--- config.mk ---
export PLATFORM = sky130hd
export DESIGN_NAME = imem_program_loader
export DESIGN_NICKNAME = d
export VERILOG_FILES = /design/src/rtl/imem_program_loader.sv
export SDC_FILE = /design/constraint.sdc
export NUM_CORES = 1
export LEC_CHECK = 0
export CORE_MARGIN = 3
export CORE_UTILIZATION = 53
export DETAILED_ROUTE_END_ITERATION = 10
export GPL_TIMING_DRIVEN = 0
export PLACE_DENSITY = 0.9
export SLEW_MARGIN = 30
export SYNTH_ARGS = -nofsm -noshare
export SYNTH_HDL_FRONTEND = slang
export SYNTH_HIERARCHICAL = 1
export SYNTH_SLANG_ARGS = --single-unit
--- constraint.sdc ---
create_clock -name clock -period 3.2 [get_ports clock]
set_clock_uncertainty 0.15 [all_clocks]
set_input_delay 0.48 -clock clock [delete_from_list [all_inputs] [get_ports clock]]
set_output_delay 0.48 -clock clock [all_outputs]
set_load 0.05 [all_outputs]
--- src/rtl/imem_program_loader.sv ---
// Byte-stream instruction loader: assembles little-endian words from a valid/ready stream,
// writes them to instruction memory and holds the core in reset until the load completes.
module imem_program_loader #(
  parameter int DEPTH          = 16,
  parameter int ADDR_W         = 4,
  parameter int TIMEOUT_CYCLES = 1024
) (
  input  logic              clock,
  input  logic              reset,
  input  logic              start_load,
  input  logic              byte_valid,
  input  logic [7:0]        byte_data,
  output logic              byte_ready,
  output logic              imem_we,
  output logic [ADDR_W-1:0] imem_addr,
  output logic [31:0]       imem_wdata,
  output logic              cpu_reset_out,
  output logic              load_done,
  output logic              load_error,
  output logic [ADDR_W:0]   words_loaded
);

  localparam int              TMR_W    = $clog2(TIMEOUT_CYCLES + 1);
  localparam logic [TMR_W-1:0] TMR_LAST = TMR_W'(TIMEOUT_CYCLES - 1);
  localparam logic [15:0]     DEPTH_N  = 16'(DEPTH);

  typedef enum logic [2:0] {
    S_IDLE  = 3'd0,
    S_LEN0  = 3'd1,
    S_LEN1  = 3'd2,
    S_DATA  = 3'd3,
    S_WRITE = 3'd4,
    S_DONE  = 3'd5,
    S_ERROR = 3'd6
  } state_t;

  state_t            state_q, state_d;
  logic [15:0]       len_q, len_d;
  logic [1:0]        idx_q, idx_d;
  logic [TMR_W-1:0]  timer_q, timer_d;
  logic [31:0]       wdata_q, wdata_d;
  logic [ADDR_W-1:0] addr_q, addr_d;
  logic [ADDR_W:0]   words_q, words_d;
  logic              done_q, done_d;
  logic              err_q, err_d;
  logic              ready_q, ready_d;
  logic              we_q, we_d;
  logic              rst_out_q, rst_out_d;

  logic              accept_s;
  logic [15:0]       new_len_s;
  logic [ADDR_W:0]   words_inc_s;

  assign accept_s    = byte_valid && ready_q;
  assign new_len_s   = {byte_data, len_q[7:0]};
  assign words_inc_s = words_q + (ADDR_W+1)'(1);

  // Next-state and next-output logic; outputs are registered from the next state.
  always_comb begin
    state_d = state_q;
    len_d   = len_q;
    idx_d   = idx_q;
    timer_d = timer_q;
    wdata_d = wdata_q;
    addr_d  = addr_q;
    words_d = words_q;
    done_d  = done_q;
    err_d   = err_q;

    case (state_q)
      S_IDLE, S_DONE, S_ERROR: begin
        if (start_load) begin
          state_d = S_LEN0;
          done_d  = 1'b0;
          err_d   = 1'b0;
          words_d = '0;
          idx_d   = 2'd0;
          timer_d = '0;
        end else begin
          state_d = state_q;
        end
      end
      S_LEN0: begin
        if (accept_s) begin
          len_d[7:0] = byte_data;
          timer_d    = '0;
          state_d    = S_LEN1;
        end else if (timer_q == TMR_LAST) begin
          state_d = S_ERROR;
          err_d   = 1'b1;
        end else begin
          timer_d = timer_q + TMR_W'(1);
        end
      end
      S_LEN1: begin
        if (accept_s) begin
          len_d[15:8] = byte_data;
          timer_d     = '0;
          if ((new_len_s == 16'd0) || (new_len_s > DEPTH_N)) begin
            state_d = S_ERROR;
            err_d   = 1'b1;
          end else begin
            state_d = S_DATA;
          end
        end else if (timer_q == TMR_LAST) begin
          state_d = S_ERROR;
          err_d   = 1'b1;
        end else begin
          timer_d = timer_q + TMR_W'(1);
        end
      end
      S_DATA: begin
        if (accept_s) begin
          case (idx_q)
            2'd0:    wdata_d[7:0]   = byte_data;
            2'd1:    wdata_d[15:8]  = byte_data;
            2'd2:    wdata_d[23:16] = byte_data;
            default: wdata_d[31:24] = byte_data;
          endcase
          idx_d   = idx_q + 2'd1;
          timer_d = '0;
          if (idx_q == 2'd3) begin
            state_d = S_WRITE;
            addr_d  = words_q[ADDR_W-1:0];
          end else begin
            state_d = S_DATA;
          end
        end else if (timer_q == TMR_LAST) begin
          state_d = S_ERROR;
          err_d   = 1'b1;
        end else begin
          timer_d = timer_q + TMR_W'(1);
        end
      end
      S_WRITE: begin
        words_d = words_inc_s;
        if (16'(words_inc_s) == len_q) begin
          state_d = S_DONE;
          done_d  = 1'b1;
        end else begin
          state_d = S_DATA;
        end
      end
      default: begin
        state_d = S_IDLE;
      end
    endcase

    ready_d   = (state_d == S_LEN0) || (state_d == S_LEN1) || (state_d == S_DATA);
    we_d      = (state_d == S_WRITE);
    rst_out_d = !((state_d == S_IDLE) || (state_d == S_DONE));
  end

  // State and output registers; synchronous reset leaves the core held in reset.
  always_ff @(posedge clock) begin
    if (reset) begin
      state_q   <= S_IDLE;
      len_q     <= 16'd0;
      idx_q     <= 2'd0;
      timer_q   <= '0;
      wdata_q   <= 32'd0;
      addr_q    <= '0;
      words_q   <= '0;
      done_q    <= 1'b0;
      err_q     <= 1'b0;
      ready_q   <= 1'b0;
      we_q      <= 1'b0;
      rst_out_q <= 1'b1;
    end else begin
      state_q   <= state_d;
      len_q     <= len_d;
      idx_q     <= idx_d;
      timer_q   <= timer_d;
      wdata_q   <= wdata_d;
      addr_q    <= addr_d;
      words_q   <= words_d;
      done_q    <= done_d;
      err_q     <= err_d;
      ready_q   <= ready_d;
      we_q      <= we_d;
      rst_out_q <= rst_out_d;
    end
  end

  assign byte_ready    = ready_q;
  assign imem_we       = we_q;
  assign imem_addr     = addr_q;
  assign imem_wdata    = wdata_q;
  assign cpu_reset_out = rst_out_q;
  assign load_done     = done_q;
  assign load_error    = err_q;
  assign words_loaded  = words_q;

  imem_program_loader_checker u_checker (
    .clock         (clock),
    .reset         (reset),
    .byte_ready    (ready_q),
    .imem_we       (we_q),
    .cpu_reset_out (rst_out_q),
    .load_done     (done_q),
    .load_error    (err_q)
  );

endmodule

// Output invariants of the loader.
module imem_program_loader_checker (
  input logic clock,
  input logic reset,
  input logic byte_ready,
  input logic imem_we,
  input logic cpu_reset_out,
  input logic load_done,
  input logic load_error
);

  a_we_in_reset:    assert property (@(posedge clock) disable iff (reset)
                      imem_we |-> (cpu_reset_out && !byte_ready));
  a_we_single:      assert property (@(posedge clock) disable iff (reset)
                      imem_we |=> !imem_we);
  a_done_xor_error: assert property (@(posedge clock) disable iff (reset)
                      !(load_done && load_error));
  a_done_released:  assert property (@(posedge clock) disable iff (reset)
                      load_done |-> !cpu_reset_out);

endmodule

==> impl_metrics.env, run 1 <==
export IMPL_ios=58
export IMPL_synth_edff_count=0
export IMPL_max_vdd_ir_drop_mv=0.360
export IMPL_grt_pass1_wl_um=14700
export IMPL_synth_area_um2=3480
export IMPL_grt_overflow=0
export IMPL_synth_area_leaders="dfxtp_1 (45%), a21oi_1 (6.3%), mux2i_1 (6.3%)"
export IMPL_clkSinkCount=78
export IMPL_fin_hold_ws_ps=293
export IMPL_hold_path_class="reg -> reg"
export IMPL_insertion_delay_ps=350
export IMPL_final_util_pct=70.2
export IMPL_reg2reg_from="words_loaded[0]$_SDFFE_PP0P_"
export IMPL_core_area_um2=6130
export IMPL_syn_area_per_cell_um2=8.48
export IMPL_row_count=28
export IMPL_via_per_inst=5.83
export IMPL_postPlaceCellArea_um2=4130
export IMPL_critPathKind="reg -> reg"
export IMPL_crit_start="words_loaded[0]$_SDFFE_PP0P_"
export IMPL_end_kind="flip-flop"
export IMPL_cts_setup_buffers=0
export IMPL_die_area_um2=7570
export IMPL_synth_warnings=6
export IMPL_synth_top_area_share_pct=44.9
export IMPL_final_cells=557
export IMPL_fill_cells=475
export IMPL_cp_cell_sequence="ha_1, nand3_2, or3_4, a2111oi_4, o31ai_2, xnor2_1, or3_1"
export IMPL_max_clock_freq_mhz=377
export IMPL_worst_pin_slew_ps=650
export IMPL_hold_viol_final=0
export IMPL_drv_slew=0
export IMPL_cts_tree="built"
export IMPL_period_share_pct=82.9
export IMPL_dp_hpwl_um=6260
export IMPL_p_per_area_nw_per_um2=420
export IMPL_crit_arrival_ps=2730
export IMPL_dp_slack_ps=264
export IMPL_crit_fanout=7
export IMPL_grt_usage_pct=24.8
export IMPL_nets=495
export IMPL_period_minus_slack_ps=2650
export IMPL_status="completed"
export IMPL_path_clk_slew_ps=80
export IMPL_crit_path_start_kind="flip-flop"
export IMPL_final_antenna_net_count=0
export IMPL_cap_violations=0
export IMPL_first_pass_iters=7
export IMPL_cts_root_buf="clkbuf_8"
export IMPL_leakagePower_nw=1.56
export IMPL_numCtsBuffers=9
export IMPL_dr_first_iter_drc_count=207
export IMPL_cts_hold_buf=0
export IMPL_relSlewSlack_pct=56.3
export IMPL_place_congestion=1.01
export IMPL_worstPathRequired_ps=3280
export IMPL_cp_slowest_cell="a2111oi_4"
export IMPL_post_synth_top_area_cell="dfxtp_1"
export IMPL_fin_total_pwr_mw=1.81
export IMPL_postCtsResizedCells=0
export IMPL_finalWirelength_um=8810
export IMPL_die_w_um=87.0
export IMPL_clockBufferDepth=2
export IMPL_setup_tns_ps=0
export IMPL_grt_start_max_net_pins=15
export IMPL_seq_area_frac_synth_pct=44.9
export IMPL_insertedDiodeCount=0
export IMPL_layout_drive_gt1_share_pct=6.85
export IMPL_wire_per_inst_um=15.8
export IMPL_initial_utilization_pct=56.7
export IMPL_syn_nets=428
export IMPL_die_height_um=87.0
export IMPL_grt_pass1_vias=3201
export IMPL_antenna_found_initial=0
export IMPL_h_tree_depth=3
export IMPL_post_route_cell_area_um2=4310
export IMPL_dr_total_vias=3249
export IMPL_worst_slack_ps=548
export IMPL_cpPeakStageDelay_ps=490
export IMPL_synth_cell_types=49
export IMPL_place_port_buffers=56
export IMPL_grt_setup_unrepaired="false"
export IMPL_hp_start="timer_q[10]$_SDFFE_PP0P_"
export IMPL_syn2layout_area_growth_pct=23.8
export IMPL_dp_cells=541
export IMPL_yosys_most_used_dff="dfxtp_1"
export IMPL_drc_errors=0
export IMPL_synthCells=410
export IMPL_async_flop_share_pct=0
export IMPL_ys_seq_elements=78
export IMPL_setup_viol=0
path summary, 6_finish.rpt:
| check | endpoint | slack (ps) | depth (start not counted) |
|---|---|---|---|
| setup / recovery | cpu_reset_out$_SDFF_PP1_ | 550 | 7 |
| hold / removal | timer_q[10]$_SDFFE_PP0P_ | 290 | 2 |
| setup reg to reg | cpu_reset_out$_SDFF_PP1_ | 550 | 7 |
| hold reg to reg | timer_q[10]$_SDFFE_PP0P_ | 290 | 2 |
placed cells by master (no fill, tap or decap), types with 3 or more instances in the layout:
| cell | count |
|---|---|
| a21oi_1 | 44 |
| and3_1 | 4 |
| buf_2 | 7 |
| clkbuf_1 | 14 |
| clkbuf_8 | 9 |
| clkdlybuf4s50_1 | 56 |
| dfxtp_1 | 78 |
| ha_1 | 6 |
| inv_1 | 6 |
| mux2i_1 | 22 |
| nand2_1 | 56 |
| nand3_1 | 30 |
| nand4_1 | 4 |
| nor2_1 | 52 |
| nor2b_1 | 4 |
| nor3_1 | 5 |
| nor4_1 | 5 |
| nor4_2 | 3 |
| o21ai_0 | 11 |
| or3_1 | 5 |
| xnor2_1 | 7 |
| xor2_1 | 9 |
cell families after synthesis:
group / count (synthesis) / synth area share (%)
compound gates: 77 / 14.2
xor+xnor: 16 / 4.03
mux: 22 / 6.33
simple gates: 183 / 25.0
fa+ha+maj: 6 / 2.16
flops: 78 / 44.9
buf+inv: 28 / 3.27
cell usage after synthesis, types with 2 or more instances:
library cell,instances
a221oi_1,2
dfxtp_1,78
nand4_1,4
o21a_1,2
a21oi_1,44
mux2i_1,22
and2_1,2
inv_1,6
nor4_1,5
nand2_1,56
a21o_1,2
nor2_1,52
a311oi_1,2
nand2b_1,2
buf_1,2
nor2b_1,4
xor2_1,9
nor4_2,3
ha_1,6
clkbuf_1,13
buf_2,7
and4_1,2
nand3_1,30
and3_1,4
o21ai_0,11
xnor2_1,7
nor3_1,5
or3_1,5
nand3b_1,2
a21boi_0,2
layer usage:
layer  up-vias  part of all wire [%]  track usage (%)
li1       1565                     -                -
met1      1529                    42             31.1
met2       143                    49             40.7
met3        12                   7.1             6.72
met4         0                   1.5             9.21
met5         -                     0                0
area by class of cell:
class                      count  area (um2)  area share [%]
buffer                        22        91.3            2.12
clock buffer                  10         128            2.96
clock inverter                 6        46.3            1.08
inverter                       6        22.5           0.523
multi-input combinational    304        1800            41.8
sequential                    78        1560            36.3
tap                           75        93.8            2.18
timing repair buffer          56         561            13.0
power breakdown:
group	leakage [nW]	switching, mW	internal [mW]
clock	0.0833	0.377	0.287
sequential	0.629	0.00926	0.980
combinational	0.852	0.102	0.0537
critical path, delay by kind of cell, from the launching register on:
| kind | cells | cell delay [ps] |
|---|---|---|
| fa+ha+maj | 1 | 330 |
| flops | 1 | 450 |
| xor+xnor | 1 | 140 |
| simple gates | 3 | 820 |
| compound gates | 2 | 640 |
state kept, by name (all words and copies together), names as in the netlist:
signal         cells
state_q            3
idx_q              2
imem_wdata        32
imem_addr          4
load_error         1
imem_we            1
byte_ready         1
words_loaded       5
load_done          1
timer_q           11
len_q             16
cpu_reset_out      1
No activity file was read; power rests on OpenSTA's default activity.
==> run 2: changes to the inputs <==
==> constraint.sdc (replaced) <==
create_clock -name clock -period 2.6 [get_ports clock]
set_clock_uncertainty 0.15 [all_clocks]
set_input_delay 0.39 -clock clock [delete_from_list [all_inputs] [get_ports clock]]
set_output_delay 0.39 -clock clock [all_outputs]
set_load 0.05 [all_outputs]
==> run 2 against run 1 <==
Count of clock-buffer cells in the layout unchanged. Die area unchanged. Routed wire length up 4.6%. Hold slack worse by 6.6 ps. Critical path type is now in -> reg. Critical endpoint unchanged.
==> impl_metrics.env, run 2 (synthesis gave the netlist of run 1 again) <==
export IMPL_status="completed"
export IMPL_worstPathRequired_ps=2690
export IMPL_leakagePower_nw=1.60
export IMPL_layout_drive_gt1_share_pct=7.45
export IMPL_layout_common_cells="dfxtp_1 (76), nand2_1 (56), clkdlybuf4s50_1 (53)"
export IMPL_period_minus_slack_ps=2530
export IMPL_via_per_inst=5.90
export IMPL_crit_start="byte_data[6]"
export IMPL_dp_cells=541
export IMPL_numCtsBuffers=9
export IMPL_ios=58
export IMPL_reg2reg_from="words_loaded[0]$_SDFFE_PP0P_"
export IMPL_final_util_pct=70.5
export IMPL_grt_pass1_wl_um=14600
export IMPL_cp_cell_sequence="clkdlybuf4s50_1, nor4_2, nand4_1, nor4_2, a311oi_1, a211oi_2, xnor2_1, or3_1"
export IMPL_nets=496
export IMPL_cts_root_buf="clkbuf_8"
export IMPL_syn2layout_area_growth_pct=24.3
export IMPL_grt_overflow=0
export IMPL_drv_slew=0
export IMPL_place_congestion=0.937
export IMPL_worst_pin_slew_ps=634
export IMPL_fill_cells=476
export IMPL_die_area_um2=7570
export IMPL_first_pass_iters=5
export IMPL_cpLargestDelayFamily="simple AND/OR/NAND/NOR gates"
export IMPL_core_area_um2=6130
export IMPL_cp_num_buf_inv=1
export IMPL_antenna_found_initial=0
export IMPL_critPathKind="in -> reg"
export IMPL_regArea_um2=1560
export IMPL_dr_first_iter_drc_count=264
export IMPL_postPlaceCellArea_um2=4130
export IMPL_hold_path_class="reg -> reg"
export IMPL_die_w_um=87.0
export IMPL_hold_viol_final=0
export IMPL_clkSinkCount=78
export IMPL_fin_total_pwr_mw=2.24
export IMPL_grt_pass1_vias=3121
export IMPL_drc_errors=0
export IMPL_cap_violations=0
export IMPL_row_count=28
export IMPL_post_route_cell_area_um2=4320
export IMPL_hp_start="timer_q[10]$_SDFFE_PP0P_"
export IMPL_max_clock_freq_mhz=395
export IMPL_max_vdd_ir_drop_mv=0.384
export IMPL_final_cells=558
export IMPL_dp_hpwl_um=6610
export IMPL_dp_slack_ps=-281
export IMPL_setup_viol=0
export IMPL_p_per_area_nw_per_um2=517
export IMPL_grt_usage_pct=24.6
export IMPL_place_port_buffers=56
export IMPL_crit_arrival_ps=2620
export IMPL_final_antenna_net_count=0
export IMPL_end_kind="flip-flop"
export IMPL_cpPeakStageDelay_ps=610
export IMPL_path_clk_slew_ps=80
export IMPL_grt_setup_unrepaired="false"
export IMPL_die_height_um=87.0
export IMPL_worst_slack_ps=71.2
export IMPL_final_common_cell="dfxtp_1"
export IMPL_finalWirelength_um=9220
export IMPL_insertion_delay_ps=350
export IMPL_period_share_pct=97.3
export IMPL_cts_tree="built"
export IMPL_h_tree_depth=3
export IMPL_largest_reg_flops=32
export IMPL_crit_path_start_kind="input port"
export IMPL_cp_slowest_cell="clkdlybuf4s50_1"
export IMPL_relSlewSlack_pct=57.6
export IMPL_insertedDiodeCount=0
export IMPL_multi_input_area_um2=1800
export IMPL_clockBufferDepth=2
export IMPL_crit_top_cell="nor4_2"
export IMPL_dr_total_vias=3290
export IMPL_initial_utilization_pct=56.7
export IMPL_wire_per_inst_um=16.5
export IMPL_crit_fanout=7
export IMPL_grt_start_max_net_pins=15
[run 2: worst reg2reg max path, stage by stage (launching register included)]
cell       delay (ps)
dfxtp_2           400
ha_1              290
nor3b_1           300
o221ai_2          170
a2111oi_4         500
o31ai_2           160
xnor2_1           150
or3_1             300
[run 2: path summary, 6_finish.rpt]
check,endpoint,slack (ps),depth (start not counted)
worst max-delay path,cpu_reset_out$_SDFF_PP1_,70,8
worst min-delay path,timer_q[10]$_SDFFE_PP0P_,290,2
worst max register to register,cpu_reset_out$_SDFF_PP1_,90,7
worst min register to register,timer_q[10]$_SDFFE_PP0P_,290,2
[run 2: routing by layer]
metal / vias to the layer above / global-route usage (%) / wire (um) / share of wire [%]
met3: 18 / 4.26 / 572 / 6.2
met4: 0 / 8.92 / 116 / 1.3
met2: 124 / 41.3 / 4610 / 50
li1: 1562 / - / - / -
met1: 1586 / 31.7 / 3920 / 43
met5: - / 0 / 0 / 0
[run 2: power breakdown]
group,internal (mW),switching (mW)
clock,0.354,0.470
combinational,0.0661,0.127
sequential,1.21,0.0121
total,1.63,0.610
[run 2: layout make-up]
class,count,area share [%]
multi-input cells,304,41.7
clock buffers,10,2.95
inverters,6,0.521
plain buffers,22,2.11
flip-flops and latches,78,36.2
well taps,75,2.17
clock inverters,6,1.07
repair buffers,57,13.3
[run 2: timing repair]
item,in CTS,in global routing
setup endpoints to repair,0,2
endpoints found under the hold margin,0,0
resized for setup,0,3
hold buffers,0,0
setup buffers,0,1
[run 2: stage by stage]
stage	hold slack (ps)	setup TNS [ps]
after floorplan	253	0
after global placement	261	-238
after detailed placement	272	-421
after CTS	286	0
after global routing	332	0
final	286	0
